`src/rtl/fifo_word_packer_pkg.sv`:
```
// Shared constants and state encoding for the byte-to-word packer and the
// 16x8 byte FIFO it drains.
package fifo_word_packer_pkg;

    typedef enum logic {
        FILL = 1'b0,
        OUT  = 1'b1
    } pack_state_t;

    localparam int FIFO_RD_LAT = 1;
    localparam int FIFO_DEPTH  = 16;
    localparam int FIFO_WIDTH  = 8;

    // Wide enough for byte counts 0..8 and the word_bytes port.
    localparam int CNT_W = 4;

endpackage

```
`src/rtl/fifo_word_packer_flush_timer.sv`:
```
// Idle-cycle counter for the partial-word flush; only built when
// FIFO_PACKER_FLUSH_EN is defined. expire is high on the TIMEOUT-th idle cycle.
module fifo_word_packer_flush_timer #(
    parameter int TIMEOUT = 15
) (
    input  logic clk,
    input  logic rst,
    input  logic count_en,
    input  logic clear,
    output logic expire
);

    localparam int TW = $clog2(TIMEOUT + 1);
    localparam logic [TW-1:0] LAST = TW'(TIMEOUT - 1);

    logic [TW-1:0] idle_cnt;

    assign expire = count_en && (idle_cnt == LAST);

    always_ff @(posedge clk) begin
        if (rst || clear) begin
            idle_cnt <= '0;
        end else if (count_en && !expire) begin
            idle_cnt <= idle_cnt + 1'b1;
        end
    end

endmodule

```
`src/rtl/fifo_word_packer.sv`:
```
// Drains a 1-cycle-latency byte FIFO and packs BYTES_PER_WORD bytes little-endian
// onto a valid/ready word port. Define FIFO_PACKER_FLUSH_EN to flush idle partial words.
module fifo_word_packer
    import fifo_word_packer_pkg::*;
#(
    parameter int DATA_W         = FIFO_WIDTH,
    parameter int BYTES_PER_WORD = 4,
    parameter int FLUSH_TIMEOUT  = 15
) (
    input  logic                               clk,
    input  logic                               rst,
    input  logic                               fifo_empty,
    input  logic [DATA_W-1:0]                  fifo_data,
    output logic                               fifo_re,
    output logic [DATA_W*BYTES_PER_WORD-1:0]   word_out,
    output logic [3:0]                         word_bytes,
    output logic                               word_valid,
    input  logic                               word_ready
);

    localparam logic [CNT_W-1:0] BPW_C    = CNT_W'(BYTES_PER_WORD);
    localparam logic [CNT_W:0]   BPW_WIDE = (CNT_W + 1)'(BYTES_PER_WORD);

    if (BYTES_PER_WORD < 2 || BYTES_PER_WORD > 8 || FLUSH_TIMEOUT < 1) begin : g_param_check
        $error("fifo_word_packer: BYTES_PER_WORD must be 2..8, FLUSH_TIMEOUT >= 1");
    end

    pack_state_t      state;
    logic [CNT_W-1:0] byte_cnt;
    logic [CNT_W-1:0] cnt_next;
    logic [CNT_W:0]   committed;
    logic             rd_pend;
    logic             flush_expire;

    // Sink handshake: a word moves when word_valid && word_ready at a rising edge;
    // word_out/word_bytes stay frozen while valid is high and ready is low.

    // The read still in flight counts toward the word so we never over-read.
    assign committed = {1'b0, byte_cnt} + {{CNT_W{1'b0}}, rd_pend};
    assign cnt_next  = byte_cnt + 1'b1;
    assign fifo_re   = !rst && !fifo_empty && (state == FILL) && (committed < BPW_WIDE);

`ifdef FIFO_PACKER_FLUSH_EN
    fifo_word_packer_flush_timer #(
        .TIMEOUT (FLUSH_TIMEOUT)
    ) u_flush_timer (
        .clk      (clk),
        .rst      (rst),
        .count_en ((state == FILL) && (byte_cnt != '0) && !rd_pend && fifo_empty),
        .clear    (rd_pend || (state != FILL)),
        .expire   (flush_expire)
    );
`else
    assign flush_expire = 1'b0;
`endif

    always_ff @(posedge clk) begin
        if (rst) begin
            state      <= FILL;
            byte_cnt   <= '0;
            rd_pend    <= 1'b0;
            word_out   <= '0;
            word_bytes <= '0;
            word_valid <= 1'b0;
        end else begin
            rd_pend <= fifo_re;
            case (state)
                FILL: begin
                    if (rd_pend) begin
                        for (int k = 0; k < BYTES_PER_WORD; k++) begin
                            if (byte_cnt == CNT_W'(k)) begin
                                word_out[k*DATA_W +: DATA_W] <= fifo_data;
                            end
                        end
                        byte_cnt <= cnt_next;
                        if (cnt_next == BPW_C) begin
                            state      <= OUT;
                            word_valid <= 1'b1;
                            word_bytes <= BPW_C;
                        end
                    end else if (flush_expire) begin
                        // Unwritten upper lanes are already zero.
                        state      <= OUT;
                        word_valid <= 1'b1;
                        word_bytes <= byte_cnt;
                    end
                end
                OUT: begin
                    if (word_valid && word_ready) begin
                        state      <= FILL;
                        word_valid <= 1'b0;
                        word_bytes <= '0;
                        byte_cnt   <= '0;
                        word_out   <= '0;
                    end
                end
                default: state <= FILL;
            endcase
        end
    end

endmodule

```
`config.mk`:
```
export PLATFORM = sky130hd
export DESIGN_NAME = fifo_word_packer
export DESIGN_NICKNAME = d
export VERILOG_FILES = /design/src/rtl/fifo_word_packer_pkg.sv /design/src/rtl/fifo_word_packer_flush_timer.sv /design/src/rtl/fifo_word_packer.sv
export SDC_FILE = /design/constraint.sdc
export NUM_CORES = 1
export LEC_CHECK = 0
export ABC_AREA = 0
export ABC_CLOCK_PERIOD_IN_PS = 1900
export CELL_PAD_IN_SITES_DETAIL_PLACEMENT = 0
export CELL_PAD_IN_SITES_GLOBAL_PLACEMENT = 1
export CORE_MARGIN = 5
export CORE_UTILIZATION = 30
export CTS_BUF_LIST = sky130_fd_sc_hd__clkbuf_4 sky130_fd_sc_hd__clkbuf_8 sky130_fd_sc_hd__clkbuf_16
export CTS_CLUSTER_DIAMETER = 30
export CTS_CLUSTER_SIZE = 30
export DETAILED_ROUTE_END_ITERATION = 7
export PLACE_DENSITY_LB_ADDON = 0.1
export SYNTH_ARGS = -nofsm -noshare
export SYNTH_HDL_FRONTEND = slang
export SYNTH_SLANG_ARGS = --single-unit
export TNS_END_PERCENT = 1
```
`constraint.sdc`:
```
create_clock -name clk -period 1.9 [get_ports clk]
set_input_delay 0.57 -clock clk [delete_from_list [all_inputs] [get_ports clk]]
set_output_delay 0.57 -clock clk [all_outputs]
set_load 0.05 [all_outputs]
```
==> summary.txt <==
Worst setup path
  • CP startpoint kind: register
  • CP max stage cell: or4_4
  • CP Max Fanout: 2
  • CP required: 1.33 ns
  • Worst Path Arrival: 1.65 ns
  • CP Class: register to output port
  • Max incr delay on CP: around 0.45 ns
  • CP Cell Sequence: or2_1 > or4_4 > a31oi_4 > buf_12
  • Worst setup EP type: output port

Detailed routing
  • Via count: approximately 1.6k
  • DR WL/cell: 15.7 um
  • Via/cell ratio: 4.98
  • TritonRoute pass-1 iters: 4
  • Drt total wl: around 5000 um
  • # DRC: 0
  • Detail Route Antenna Nets: 0
  • Drt first-iter violations: 50

Status
  • Status: finished, violations left
  • Failing checks: setup timing

Global route
  • GRT Util Overall: 0.136
  • GRT Residual Overflow: 0
  • Vias in the first global route: 1576
  • Antenna violations before repair: 0
  • First-pass GRT wire length: about 8100 um
  • Largest net degree at the start of global routing: 47

Final layout
  • Ant diodes: 0
  • Most common cell after layout, fill and taps aside: buf_4
  • Design Area, Final: ~2500 sq um
  • Final nets: 260
  • Fin util: 0.419
  • Layout area overhead: 36.3%
  • Ratio of cells with drive above 1 in the final layout: 0.306
  • Most frequent cells in the layout: buf_4 (47), dfxtp_1 (38), a21oi_1 (20)

Yosys
  • Syn Inst Count: between 150 and 200
  • Number of synthesized flops with an enable pin: 0
  • Top post-synthesis cells by area: dfxtp_1 (43%), mux2i_1 (8.8%), o211ai_1 (6.6%)
  • Yosys warns: 0
  • Post-synthesis sequential area ratio: 0.431
  • Netlist area before placement: ~1800 sq um
  • Netlist cell types: 32
  • Ys async rst share: 0
  • Most used DFF post-synth: dfxtp_1
  • Post-synth top area share: 0.431
  • Cell taking the most area after synthesis: dfxtp_1
  • Syn Area/Cell: 9.48 sq um
  • Seq cells post-synth: 39

CTS
  • Worst-path clk slew: about 0.070 ns
  • CTS tree: built
  • CTS Buffer Depth: 2
  • Latest clock arrival within the worst-skew pair: 0.29 ns
  • Clock sink count: 39
  • CTS buffer count: 5
  • Htree depth: 2
  • CTS Root Cell: clkbuf_8

Die
  • Initial Utilization: 0.308
  • Row cnt: 28
  • Die ar.: around 7700 sq um
  • # IOs: 50
  • Core area: just under 6000 sq um
  • Die W: just under 90 um
  • Die span in y: 87.7 um

Placed design
  • RePlAce Congestion: about 0.84
  • Post-detail-place hpwl: between 3000 and 4000 um
  • Dpl ws: -0.624 ns
  • Area post-placement: 2370 sq um
  • I/O Buffers: between 40 and 50

Power and ir drop
  • Lkg Pwr: between 1 and 1.5 nW
  • Power per cell area: 673 nW/um^2
  • Max rail drop VDD: 340 uV

STA
  • Max Slew Vio Count: 0
  • Setup Skew: 0.00470 ns
  • Final number of setup-violating endpoints: 1
  • Slew HR: 0.576
  • Worst-Margin Slew: about 0.63 ns
  • RSZ-0062 raised after global routing: true
  • Final setup margin: -0.324 ns
  • Tcrit/Tclk final: 1.17
  • Final Hold Viols: 0
  • Fmax: 450 MHz
  • Setup_tns: -0.324 ns
  • Post-route minimum period: 2.22 ns

Run
  • Max-cap check violation count: 0

Worst hold path
  • Hold Path Class: register to register
## sequential cells by signal, summed over array words and instances (netlist names)
signal,cells
word_out,32
byte_cnt,4
rd_pend,1
state,1
word_bytes,1
## path summary, 6_finish.rpt
| kind | start | to | slack (ns) | cells past startpoint |
|---|---|---|---|---|
| min | word_out[12]$_SDFFE_PP0P_ | word_out[12]$_SDFFE_PP0P_ | 0.48 | 2 |
| max | byte_cnt[2]$_SDFFE_PP0P_ | fifo_re | -0.32 | 4 |
| min reg2reg | word_out[12]$_SDFFE_PP0P_ | word_out[12]$_SDFFE_PP0P_ | 0.48 | 2 |
| max reg2reg | state$_SDFF_PP0_ | word_out[0]$_SDFFE_PP0P_ | 0.22 | 4 |
## logic make-up after synthesis
kind of cell | share of synthesized area
fa+ha+maj | 0.0276
flops | 0.431
other cells | 0.00207
simple gates | 0.223
buf+inv | 0.0657
compound gates | 0.162
mux | 0.0885
## critical path: cells and delay by family (launching register included)
kind / cells / cell delay [ns]
buffers and inverters: 1 / 0.16
flip-flops: 1 / 0.31
AND/OR/NAND/NOR: 2 / 0.70
AO/OA/AOI/OAI: 1 / 0.20
## report_power, final
| group | leakage, nW | internal (W) | switching [W] |
|---|---|---|---|
| clock | 0.0491 | 0.000286 | 0.000288 |
| sequential | 0.316 | 0.000834 | 0.0000151 |
| combinational | 0.722 | 0.0000929 | 0.000144 |
## final cells by class
type	instances	area (sq um)
clock buffer	7	83.8
clock inverter	1	5.00
fill	586	3420
inverter	3	11.3
multi-input combinational	132	933
sequential	39	782
tap	75	93.8
timing repair buffer	63	558
## routing by layer
| metal | GRT usage | vias to the layer above | routed length (um) |
|---|---|---|---|
| met5 | 0 | - | 0 |
| met3 | 0.0367 | 2 | 283 |
| met4 | 0.0432 | 0 | 26 |
| li1 | - | 783 | - |
| met2 | 0.223 | 50 | 2450 |
| met1 | 0.173 | 760 | 2270 |
## what timing repair did
item | in CTS | in global routing
hold buffers | 0 | 0
buffers inserted | 1 | 0
gates resized for setup | 2 | 4
cloned | 0 | 0
pin swaps | 2 | 1
setup endpoints to repair | 1 | 1
## Yosys cell counts (all sizes together) (4+ instances only)
| cell | number |
|---|---|
| buf | 11 |
| clkbuf | 8 |
| a21oi | 20 |
| o211ai | 16 |
| ha | 4 |
| nor2 | 5 |
| nand2b | 17 |
| dfxtp | 39 |
| or3b | 8 |
| nand3 | 18 |
| mux2i | 16 |
## through the flow
step                      instances  total power, W  hold slack (ns)
after CTS                       320         0.00168            0.482
after global placement          311         0.00110            0.466
after detailed placement        311         0.00111            0.469
final                           320         0.00166            0.477
after global routing            320         0.00173            0.516
after floorplan                 193         0.00102            0.514
(Power assumes the default switching activity.)
==> variant (same settings) <==
Add a define of `FIFO_PACKER_FLUSH_EN`.
--- a/src/rtl/fifo_word_packer.sv
+++ b/src/rtl/fifo_word_packer.sv
@@ -1,4 +1,6 @@
 // Drains a 1-cycle-latency byte FIFO and packs BYTES_PER_WORD bytes little-endian
 // onto a valid/ready word port. Define FIFO_PACKER_FLUSH_EN to flush idle partial words.
+`define FIFO_PACKER_FLUSH_EN
+
 module fifo_word_packer
     import fifo_word_packer_pkg::*;
Behaviour: no difference found for any inputs over 10 cycles, from zero or initial values and one cycle with rst high; that may be too few to reach the edited logic, so the function may still have changed.
==> variant against the unedited design <==
Power is 13% higher. Synthesized area is 16% higher. Sequential cell count up 8. Wire length up 7.1%. Die area grew 14%. Non-clock buffer count rose by 13. First-iteration DRC count increased by 6.0%. Register-to-register slack got worse by 30 ps. Combinational power increased by 6%. Final area grew 17%. Count of clock-buffer cells in the layout is 1 lower. Setup slack gained 390 ps. Via count grew 6.5%. Highest routed layer unchanged.
==> variant: results (changes against the unedited design) <==
Global route
  – Number of global-route vias before repair: 1702 (+8.0%)
  – Largest net degree at the start of global routing: 27 (-43%)

Synthesis
  – Number of distinct library cells after synthesis: 30 (-6.3%)
  – Cell types occupying the most area after synthesis: sky130_fd_sc_hd__dfxtp_1, sky130_fd_sc_hd__mux2i_1, sky130_fd_sc_hd__nor2_1
  – Top cell types by occurrence after synthesis: sky130_fd_sc_hd__dfxtp_1, sky130_fd_sc_hd__nor2_1, sky130_fd_sc_hd__mux2i_1

Setup path
  – Worst reg2reg path endpoint: word_bytes[3]
  – Worst reg2reg setup slack: 190 ps (-30 ps)
  – CP max-delay cell: sky130_fd_sc_hd__clkdlybuf4s15_1
  – Stage delay of the slowest cell on the critical path: 190 ps (-260 ps)
  – Reg2Reg Depth: 6 (+2)
  – Critical Path AT: 1270 ps (-380 ps)

CTS
  – Post-CTS setup buffer count: 0 (-1)
  – Gates resized, CTS repair: 3 (+1)

Cells and area
  – Number of nets in the finished design: 307 (+18%)
  – Filler instances: 705 (+20%)
  – Fraction of final layout cells with drive strength greater than 1: 30.7% (+0.077 points)

Placed design
  – Detail Placement HPWL: 3920 um (+5.6%)

Routing
  – DRT iter0 DRCs: 53 (+6.0%)
  – DR WL/cell: 14.0 um (-11%)
  – Ratio of routed vias to standard cells: 4.40 (-12%)

STA
  – Final setup skew: 7.52 ps (+2.82 ps)

Pwr
  – Clock network fraction of total power: 32.8% (-1.8 points)
  – Worst IR drop on VDD: 0.291 mV (-14%)
  – Reported leakage power: 1.44 nW (+33%)

Run status
  – Run status: complete, no violations
[variant: cell type report]
type                            count  area [um^2]  share of cell area (%)
Timing Repair Buffer               76          631                    21.8
Inverter                            3         11.3                   0.389
Clock buffer                        6         76.3                    2.63
Sequential cell                    47          942                    32.5
Clock inverter                      2         12.5                   0.432
Tap cell                           96          120                    4.15
Multi-Input combinational cell    156         1100                    38.1
[variant: power groups by stage]
stage               clock network (W)  logic (W)  registers [W]
floorplan                           0   0.000103        0.00108
global placement                    0   0.000255        0.00104
detailed placement                  0   0.000253        0.00104
CTS                          0.000652   0.000253        0.00101
global route                 0.000700   0.000273        0.00102
finish                       0.000616   0.000251        0.00101
[variant: how the worst max path moves through the flow]
stage	startpoint	end	slack (ps)	cells after the start
5_1_grt	state	fifo_re	3	4
6_report	rst	fifo_re	60	5
4_1_cts	fifo_empty	fifo_re	20	5
2_1_floorplan	rst	fifo_re	-40	5
3_3_place_gp	fifo_empty	fifo_re	-220	5
3_5_place_dp	fifo_empty	fifo_re	-230	5
[variant: logic make-up after synthesis]
group	share of synthesized area, %
simple gates	24.7
fa+ha+maj	3.57
xor+xnor	1.25
buf+inv	3.75
mux	15.2
compound gates	6.73
flops	44.8
[variant: stage by stage]
stage                     cell area, um^2  power, W  hold WS (ps)  setup TNS [ps]
final                                2900   0.00188           496               0
after detailed placement             2790   0.00129           475           -5020
after global placement               2790   0.00129           468           -5690
after global routing                 2900   0.00199           528               0
after floorplan                      2120   0.00118           459           -37.1
after CTS                            2880   0.00192           495               0
[variant: metal layers]
layer	global-route usage [%]	share of wire (%)	vias to the layer above
li1	-	-	878
met1	17.8	48	781
met2	20.1	45	34
met3	4.33	5.5	5
met4	4.33	1.0	0
met5	0	0	-
